### src/rtl/instruction_fetch_stage.sv
// Instruction fetch stage.
// Holds the PC and requests one word at a time from instruction memory.
// Each accepted word is registered for decode together with its PC+4 and a
// taken/not-taken prediction. The prediction comes from a 2-bit bimodal BHT,
// combined with predecode of the conditional-branch opcode.
// Execute redirects, decode stalls and halt are all resolved here.
module instruction_fetch_stage #(
  parameter logic [31:0] RESET_PC      = 32'h0000_0000,
  parameter int          BHT_BITS      = 6,
  parameter logic [5:0]  BRANCH_OPCODE = 6'b000100
) (
  input  logic        iClk,
  input  logic        iRst_n,
  output logic [31:0] oImemAddr,
  output logic        oImemReq,
  input  logic [31:0] iImemData,
  input  logic        iImemValid,
  input  logic        iStall,
  input  logic        iHalt,
  input  logic        iRedirect,
  input  logic [31:0] iRedirectPC,
  input  logic        iBhtUpdate,
  input  logic [31:0] iBhtPC,
  input  logic        iBhtTaken,
  output logic [31:0] oInstruction,
  output logic [31:0] oNextPC,
  output logic        oBranchPredict,
  output logic        oValid
);

  localparam int BHT_ENTRIES = 1 << BHT_BITS;

  typedef enum logic [1:0] {
    REQ    = 2'd0,
    HOLD   = 2'd1,
    HALTED = 2'd2
  } fetchState;

  fetchState   rState;
  logic [31:0] rPC;
  logic        rSquash;
  logic [31:0] rBufInstr;
  logic [31:0] rBufPC;
  logic [31:0] rInstruction;
  logic [31:0] rNextPC;
  logic        rPredict;
  logic        rValid;

  // The word being accepted comes from memory in REQ and from the stall buffer in HOLD.
  logic [31:0]         selInstr;
  logic [31:0]         selPC;
  logic [BHT_BITS-1:0] predIdx;
  logic [BHT_BITS-1:0] bhtUpdIdx;
  logic [1:0]          bhtCnt [BHT_ENTRIES];
  logic [1:0]          predCnt;
  logic                isBranch;
  logic                predTaken;
  logic [31:0]         fallThrough;
  logic [31:0]         branchTarget;
  logic [31:0]         nextFetchPC;
  logic                deliverNow;
  logic                bufferNow;
  logic                squashNext;
  logic                unusedBhtPcBits;

  assign selInstr     = (rState == HOLD) ? rBufInstr : iImemData;
  assign selPC        = (rState == HOLD) ? rBufPC : rPC;
  assign predIdx      = selPC[BHT_BITS+1:2];
  assign bhtUpdIdx    = iBhtPC[BHT_BITS+1:2];
  assign predCnt      = bhtCnt[predIdx];
  assign isBranch     = (selInstr[31:26] == BRANCH_OPCODE);
  assign predTaken    = isBranch & predCnt[1];
  assign fallThrough  = selPC + 32'd4;
  assign branchTarget = fallThrough + {{9{selInstr[20]}}, selInstr[20:0], 2'b00};
  assign nextFetchPC  = predTaken ? branchTarget : fallThrough;

  // A word reaches decode when decode is free and either the buffer holds one
  // or a live (non-squashed) response arrives this cycle.
  assign deliverNow = !iStall &&
                      ((rState == HOLD) ||
                       ((rState == REQ) && iImemValid && !rSquash));
  assign bufferNow  = iStall && (rState == REQ) && iImemValid && !rSquash;

  // When we abandon the current request before its response arrives, the late
  // response must be dropped. A pending squash also carries over.
  assign squashNext = ((rState == REQ) || rSquash) && !iImemValid;

  // Only the index bits of the resolved-branch PC address the table.
  assign unusedBhtPcBits = ^{iBhtPC[31:BHT_BITS+2], iBhtPC[1:0]};

  // Each BHT entry is a saturating 2-bit counter. Reads are combinational,
  // so a same-cycle update is seen only from the next cycle on.
  genvar gi;
  generate
    for (gi = 0; gi < BHT_ENTRIES; gi++) begin : genBht
      logic [1:0] rCnt;

      // Saturating increment on taken, decrement on not-taken.
      always_ff @(posedge iClk) begin
        if (!iRst_n) begin
          rCnt <= 2'b01;
        end else if (iBhtUpdate && (bhtUpdIdx == BHT_BITS'(gi))) begin
          if (iBhtTaken) begin
            if (rCnt != 2'b11) rCnt <= rCnt + 2'b01;
          end else begin
            if (rCnt != 2'b00) rCnt <= rCnt - 2'b01;
          end
        end
      end

      assign bhtCnt[gi] = rCnt;
    end
  endgenerate

  // Fetch FSM. Priority order is reset, redirect, halt, then normal fetch.
  always_ff @(posedge iClk) begin
    if (!iRst_n) begin
      rState       <= REQ;
      rPC          <= RESET_PC;
      rSquash      <= 1'b0;
      rBufInstr    <= 32'd0;
      rBufPC       <= 32'd0;
      rInstruction <= 32'd0;
      rNextPC      <= 32'd0;
      rPredict     <= 1'b0;
      rValid       <= 1'b0;
    end else if (iRedirect) begin
      rState  <= REQ;
      rPC     <= iRedirectPC;
      rValid  <= 1'b0;
      rSquash <= squashNext;
    end else if (iHalt && !iStall) begin
      rState  <= HALTED;
      rValid  <= 1'b0;
      rSquash <= squashNext;
    end else begin
      if (deliverNow) begin
        rInstruction <= selInstr;
        rNextPC      <= fallThrough;
        rPredict     <= predTaken;
        rValid       <= 1'b1;
        rPC          <= nextFetchPC;
        rState       <= REQ;
      end else if (!iStall) begin
        rValid <= 1'b0;
      end

      if (bufferNow) begin
        rBufInstr <= iImemData;
        rBufPC    <= rPC;
        rState    <= HOLD;
      end

      if (iImemValid && rSquash) begin
        rSquash <= 1'b0;
      end

      if (rState == fetchState'(2'd3)) begin
        rState <= REQ;
      end
    end
  end

  assign oImemAddr      = rPC;
  assign oImemReq       = (rState == REQ);
  assign oInstruction   = rInstruction;
  assign oNextPC        = rNextPC;
  assign oBranchPredict = rPredict;
  assign oValid         = rValid;

endmodule

### config.mk
export PLATFORM = sky130hd
export DESIGN_NAME = instruction_fetch_stage
export DESIGN_NICKNAME = d
export VERILOG_FILES = /design/src/rtl/instruction_fetch_stage.sv
export SDC_FILE = /design/constraint.sdc
export NUM_CORES = 1
export LEC_CHECK = 0
export CAP_MARGIN = 20
export CORE_MARGIN = 4
export CORE_UTILIZATION = 57
export CTS_CLUSTER_DIAMETER = 100
export DETAILED_ROUTE_END_ITERATION = 10
export PLACE_DENSITY = 0.88
export SLEW_MARGIN = 20
export SYNTH_ARGS = -nofsm -noshare
export SYNTH_HDL_FRONTEND = slang
export SYNTH_SLANG_ARGS = --single-unit
### constraint.sdc
create_clock -name iClk -period 6.5 [get_ports iClk]
set_input_delay 0.65 -clock iClk [delete_from_list [all_inputs] [get_ports iClk]]
set_output_delay 0.65 -clock iClk [all_outputs]
set_load 0.02 [all_outputs]
==> results.yml, run 1 <==
final_layout:
  post_route_cells_drive_above_1_share_pct: 4.90
  layout.core_utilization_pct: 67.4
  nNetsFinal: 2404
  seqCellArea_sq_um: 5870
  fillerInstances: 2291
  final_cells: 2678
  multiInputGateArea_sq_um: 10600
  syn2layout_area_growth_pct: 17.0
clock_tree:
  resized_gates_after_cts: 0
  cts_setup_buffers: 0
  clkSinkCount: 293
  tritoncts: "built"
  total_cts_buffers: 31
  worst_skew_pair.late_latency_ps: 560
  maximum_buffer_depth_of_the_clock_tree: 3
  hold_buffers: 0
  clock-root-buffer: "sky130_fd_sc_hd__clkbuf_16"
  path_clk_slew_ps: 60
  cts_max_level: 1
floorplanning:
  floorplan.initialDensity_pct: 57.6
  placementRows: 63
  fp.dieW_microns: 181
  die_h_microns: 181
  ioPinCount: 203
  design.core.area_sq_um: 29600
  die-area_sq_um: 32700
pwr:
  vdd_ir_drop_max_uv: 197
  power.internal_w: 0.00325
  static_leakage_nw: 7.81
  seqPwrFrac_pct: 44.1
  pwr-share-clk_pct: 39.8
  p_per_area_nw_per_um2: 224
  total_switching_power_w: 0.00121
  switching_share_pct: 27.1
  share_comb_of_total_power_pct: 16.1
min_path:
  hold_path_end: "oValid$_SDFFE_PP0P_"
  hold_path.class: "reg -> reg"
  hold_path_startpoint: "oValid$_SDFFE_PP0P_"
  cell_depth_of_the_worst_hold_path: 2
timing:
  fin_worst_skew_ps: 12.7
  final_max_slew_viol_count: 0
  tns_ps: 0
  worstMarginPinSlew_ps: 968
  achievable-frequency_mhz: 174
  timing.final.setup_violations: 0
  grt_setup_unrepaired: "false"
  final_hold_viol_count: 0
  finalCritPeriodShare_pct: 88.5
  period_needed_ps: 5750
  maxSlewHeadroom_pct: 35.5
worst_setup_path:
  crit_path_max_incr_delay_ps: 540
  worstSetupEndpointType: "flop"
  worst-setup-path-type: "reg -> reg"
  ordered_cell_list_for_the_critical_path: "nand2b_4 -> buf_4 -> mux2i_1 -> and3_1 -> nand2_1 -> nor4_1 -> nand2_1 -> xor2_1 -> mux2i_1 -> ha_1 -> a21oi_1 -> nor2b_1 -> o21ai_0 -> nand2b_1 -> a21o_1 -> a21o_1 -> a21oi_1 -> nor2b_1 -> a41oi_1 -> mux2i_1 -> o311ai_0 -> nand2_1"
  crit_required_ps: 6940
  path_max_fanout: 29
  r2r_start: "rState[1]$_SDFFE_PP0P_"
  slowest_stage: "sky130_fd_sc_hd__nor4_1"
  regToRegEndpoint: "oImemAddr[29]$_SDFFE_PN0P_"
  crit_path_start_kind: "flop"
  worst-endpoint-arrival_ps: 6190
  reg2regPathDepth: 22
  regToRegSetupSlack_ps: 750
synth:
  avgSynthCellArea_sq_um: 7.79
  seq_area_frac_synth_pct: 34.5
  ys_ff_latch: 293
  async_flop_share_pct: 0
  ys_warn_count: 0
  synth.net_count: 2322
  synth_top_cell_by_area: "sky130_fd_sc_hd__dfxtp_1"
  most_area_consuming_cells_after_synthesis: "sky130_fd_sc_hd__dfxtp_1 34%, sky130_fd_sc_hd__nand2_1 11%, sky130_fd_sc_hd__a21boi_0 7.2%"
  synth_top_flop_cell: "sky130_fd_sc_hd__dfxtp_1"
  synth_enable_flop_cells: 0
  syn_inst: 2184
  yosysTopAreaCellShare_pct: 34.5
  yosys.cell_types.count: 83
  synth.cell_area_sq_um: 17000
drt:
  m1WireLength_microns: 19600
  first_pass_iters: 5
  detail_route.vias_per_cell: 6.22
  drtIter0Drc: 1541
  wl_met3_microns: 3460
  drcViolationCount: 0
  uppermost_layer_routed: "met4"
  ant_nets: 0
  routed_wire_per_std_cell_microns: 18.0
  finalWirelength_microns: 48300
  met2_length_microns: 23400
  detailroute.via_count: 16700
flow_run:
  cap_violations: 0
global_routing:
  grt.overflow.total: 0
  maximum_number_of_pins_on_one_net_before_global_route_repair: 157
  grt_util_all_layers_pct: 27.9
  antenna_found_initial: 2
  wire_length_of_the_first_global_routing_pass_microns: 78100
  grt_pass1_vias: 15600
placed_design:
  placedCellCount: 2622
  port_buffers: 176
  gp_congestion: 0.946
  place.detailed.hpwl_microns: 32900
status:
  outcome: "complete, no violations"
## critical path, delay by kind of cell, from the launching register on
family / cells / cell delay [ps]
AND/OR/NAND/NOR: 9 / 2020
XOR/XNOR: 1 / 160
buffers and inverters: 1 / 340
flip-flops: 1 / 440
multiplexers: 3 / 820
adder cells (fa/ha/maj): 1 / 340
AO/OA/AOI/OAI: 7 / 1510
## flip-flops by register name, summed over array words and instances, names as in the netlist
signal / cells
genBht.rCnt: 128
oBranchPredict: 1
oImemAddr: 32
oInstruction: 32
oNextPC: 32
oValid: 1
rBufInstr: 32
rBufPC: 32
rSquash: 1
rState: 2
## cells in the final DEF (no fill, tap or decap), drive strengths merged, types with 33 or more instances in the layout
master,Yosys,layout
o31ai,38,38
ha,33,33
a21o,52,52
nor2,184,184
clkdlybuf4s50,0,173
a21oi,104,104
xnor2,34,34
a21boi,165,165
o221ai,42,42
and3,37,37
o21ai,121,121
nand2,482,482
mux2i,63,63
dfxtp,293,293
nand3b,44,44
clkbuf,129,43
nand3,41,41
## worst max-delay path by stage
stage,startpoint,to,cells past startpoint
finish,rState[1]$_SDFFE_PP0P_,oImemAddr[29]$_SDFFE_PN0P_,22
global route,rState[1]$_SDFFE_PP0P_,oImemAddr[29]$_SDFFE_PN0P_,22
CTS,rState[1]$_SDFFE_PP0P_,oImemAddr[29]$_SDFFE_PN0P_,21
detailed placement,rState[1]$_SDFFE_PP0P_,oImemAddr[29]$_SDFFE_PN0P_,21
global placement,rState[1]$_SDFFE_PP0P_,oImemAddr[29]$_SDFFE_PN0P_,21
floorplan,rState[1]$_SDFFE_PP0P_,oImemAddr[21]$_SDFFE_PN0P_,23
## through the flow
step	hold WS, ps	worst slack [ps]	power [W]	cell area [sq um]
after floorplan	441	975	0.00247	17000
after global placement	446	918	0.00267	18900
after detailed placement	451	899	0.00271	18900
after CTS	459	814	0.00447	19900
after global routing	482	186	0.00463	19900
final	459	748	0.00446	19900
## metal layers
metal | up-vias | GRT usage (%)
li1 | 7919 | -
met1 | 7886 | 36.1
met2 | 707 | 47.7
met3 | 138 | 3.34
met4 | 0 | 11.0
met5 | - | 0
## cell families after synthesis
family          synth area share (%)
buf+inv                         3.73
simple gates                    24.5
mux                             5.76
compound gates                  26.0
xor+xnor                        2.94
flops                           34.5
fa+ha+maj                       2.54
## power groups by stage
stage	registers, W	clock network, W	logic, W
after detailed placement	0.00200	0	0.000703
final	0.00197	0.00178	0.000718
after global placement	0.00200	0	0.000679
after CTS	0.00196	0.00180	0.000709
after floorplan	0.00200	0	0.000466
after global routing	0.00198	0.00187	0.000785
## cells in the mapped netlist (all sizes together) (9+ instances only)
library cell / number
o21a: 11
mux4: 13
nor2b: 30
a31oi: 12
nand2b: 15
o21ai: 121
nand3b: 44
mux2i: 63
xnor2: 34
xor2: 18
nor3: 18
nand2: 482
a211oi: 13
a21oi: 104
o211a: 19
a21boi: 165
dfxtp: 293
clkbuf: 129
and2: 27
a21o: 52
ha: 33
nor2: 184
nor3b: 9
buf: 19
nand3: 41
and3: 37
o31ai: 38
o221ai: 42
inv: 13
o311ai: 20
## area by class of cell
| type | instances | area share (%) |
|---|---|---|
| repair buffers | 197 | 9.72 |
| flip-flops and latches | 293 | 29.5 |
| inverters | 13 | 0.245 |
| diodes | 2 | 0.0251 |
| clock inverters | 10 | 0.660 |
| well taps | 390 | 2.45 |
| clock buffers | 43 | 4.42 |
| multi-input cells | 1730 | 53.0 |
Power figures use the tool's default switching activity.
==> run 2: changes to the inputs <==
==> constraint.sdc (replaced) <==
create_clock -name iClk -period 6.5 [get_ports iClk]
set_input_delay 0.975 -clock iClk [delete_from_list [all_inputs] [get_ports iClk]]
set_output_delay 0.975 -clock iClk [all_outputs]
set_load 0.02 [all_outputs]
==> run 2 against run 1 <==
Register-to-register slack got worse by 120 ps. Design area increased by 1.2%. First-iteration DRC count increased by 6.0%. Clock power increased by 17%. Wire length increased by 0.78%. Largest power group is now clock.
==> results.yml, run 2 (synthesis results as in run 1) <==
floorplanning:
  die-area_sq_um: 32700
  design.core.area_sq_um: 29600
  floorplan.initialDensity_pct: 57.6
  fp.dieW_microns: 181
  die_h_microns: 181
  placementRows: 63
  ioPinCount: 203
global_routing:
  grt_pass1_vias: 15900
  grt.overflow.total: 0
  maximum_number_of_pins_on_one_net_before_global_route_repair: 202
  wire_length_of_the_first_global_routing_pass_microns: 78900
  antenna_found_initial: 2
  grt_util_all_layers_pct: 28.2
timing:
  final_hold_viol_count: 0
  worstMarginPinSlew_ps: 955
  achievable-frequency_mhz: 170
  final_max_slew_viol_count: 0
  period_needed_ps: 5880
  maxSlewHeadroom_pct: 36.1
  timing.final.setup_violations: 0
  grt_setup_unrepaired: "false"
  fin_worst_skew_ps: 28.2
  finalCritPeriodShare_pct: 90.4
  tns_ps: 0
final_layout:
  finalInstanceArea_sq_um: 20100
  register_with_the_most_flip_flops: "genBht.rCnt"
  max_reg_flops: 128
  layout_common_cells: "482 x sky130_fd_sc_hd__nand2_1, 293 x sky130_fd_sc_hd__dfxtp_1, 182 x sky130_fd_sc_hd__nor2_1, 173 x sky130_fd_sc_hd__clkdlybuf4s50_1, 163 x sky130_fd_sc_hd__a21boi_0"
  commonest_non_fill_non_tap_cell_in_the_layout: "sky130_fd_sc_hd__nand2_1"
  fillerInstances: 2264
  syn2layout_area_growth_pct: 18.4
  nNetsFinal: 2407
  post_route_cells_drive_above_1_share_pct: 5.45
drt:
  finalWirelength_microns: 48700
  detail_route.vias_per_cell: 6.26
  routed_wire_per_std_cell_microns: 18.1
  drcViolationCount: 0
  drtIter0Drc: 1633
  first_pass_iters: 5
  detailroute.via_count: 16800
  ant_nets: 0
clock_tree:
  maximum_buffer_depth_of_the_clock_tree: 3
  cts_max_level: 2
  cts_setup_buffers: 0
  path_clk_slew_ps: 60
  tritoncts: "built"
  resized_gates_after_cts: 0
  hold_buffers: 0
  total_cts_buffers: 34
  clock-root-buffer: "sky130_fd_sc_hd__clkbuf_16"
  clkSinkCount: 293
  worst_skew_pair.late_latency_ps: 520
placed_design:
  placed_area_sq_um: 18900
  gp_congestion: 0.913
  place.detailed.hpwl_microns: 32400
  port_buffers: 176
pwr:
  static_leakage_nw: 7.92
  vdd_ir_drop_max_uv: 172
  p_per_area_nw_per_um2: 237
worst_setup_path:
  crit_required_ps: 6890
  worstSetupEndpointType: "flop"
  path_max_fanout: 35
  worst-setup-path-type: "reg -> reg"
  crit_path_start_kind: "flop"
  worst-endpoint-arrival_ps: 6270
flow_run:
  cap_violations: 0
min_path:
  hold_path.class: "reg -> reg"
status:
  outcome: "complete, no violations"
-- run 2: cell types whose count changed in the layout (fill, tap and decap cells not counted), moves of 2 or more --
cell	previous run	this run
sky130_fd_sc_hd__bufinv_16	3	5
sky130_fd_sc_hd__clkinvlp_4	1	3
sky130_fd_sc_hd__clkbuf_16	31	35
sky130_fd_sc_hd__clkbuf_8	6	11
sky130_fd_sc_hd__clkbuf_1	6	0
-- run 2: where the power goes --
part | total, W | leakage, nW | switching, W | internal [W]
combinational | 0.000718 | 4.93 | 0.000400 | 0.000318
clock | 0.00209 | 0.610 | 0.000779 | 0.00131
sequential | 0.00197 | 2.38 | 0.0000905 | 0.00188
-- run 2: final timing paths --
check | start | endpoint | slack, ps | cells after the start
setup reg to reg | rState[1]$_SDFFE_PP0P_ | oImemAddr[29]$_SDFFE_PN0P_ | 620 | 22
setup / recovery | rState[1]$_SDFFE_PP0P_ | oImemAddr[29]$_SDFFE_PN0P_ | 620 | 22
hold reg to reg | rBufInstr[20]$_SDFFE_PN0P_ | rBufInstr[20]$_SDFFE_PN0P_ | 460 | 2
hold / removal | rBufInstr[20]$_SDFFE_PN0P_ | rBufInstr[20]$_SDFFE_PN0P_ | 460 | 2
-- run 2: area by class of cell --
class / instances / area (sq um) / area share, %
Antenna cell: 2 / 5.00 / 0.0248
Clock buffer: 46 / 1030 / 5.10
Clock inverter: 15 / 219 / 1.09
Inverter: 13 / 48.8 / 0.242
Multi-Input combinational cell: 1730 / 10500 / 52.4
Sequential cell: 293 / 5870 / 29.1
Tap cell: 390 / 488 / 2.42
Timing Repair Buffer: 197 / 1940 / 9.65
-- run 2: critical path, stage by stage (launching register included) --
cell                        delay, ps
sky130_fd_sc_hd__dfxtp_1          470
sky130_fd_sc_hd__nand2b_4         500
sky130_fd_sc_hd__mux2i_1          170
sky130_fd_sc_hd__inv_1            280
sky130_fd_sc_hd__ha_1             270
sky130_fd_sc_hd__and3_1           310
sky130_fd_sc_hd__nand2_1          100
sky130_fd_sc_hd__xnor2_1          130
sky130_fd_sc_hd__nand2_1           70
sky130_fd_sc_hd__o21ai_0          180
sky130_fd_sc_hd__ha_1             330
sky130_fd_sc_hd__nor4_1           260
sky130_fd_sc_hd__o21ai_0          170
sky130_fd_sc_hd__a41oi_1          480
sky130_fd_sc_hd__nor2_1           130
sky130_fd_sc_hd__a2111oi_2        480
sky130_fd_sc_hd__a211oi_2         150
sky130_fd_sc_hd__o21ai_1          280
sky130_fd_sc_hd__a21oi_1          160
sky130_fd_sc_hd__a41oi_1          280
sky130_fd_sc_hd__mux2i_1          110
sky130_fd_sc_hd__o311ai_0         360
sky130_fd_sc_hd__nand2_1           80
-- run 2: per-stage QoR --
step | cells | hold WS, ps | power, W | utilization, % | setup WS (ps)
3_5_place_dp | 2622 | 456 | 0.00270 | 63.9 | 806
2_1_floorplan | 2184 | 441 | 0.00247 | - | 975
4_1_cts | 2683 | 465 | 0.00478 | 68.1 | 751
6_report | 2686 | 462 | 0.00478 | 68.2 | 624
3_3_place_gp | 2621 | 447 | 0.00267 | 63.8 | 964
5_1_grt | 2686 | 488 | 0.00495 | 68.2 | 245
-- run 2: metal layers --
layer  up-vias  share of wire, %  track usage, %
li1       7925                 -               -
met1      8007                40            35.5
met2       756                48            48.5
met3       129               7.8            4.31
met4         0               3.9            11.4
met5         -                 0               0
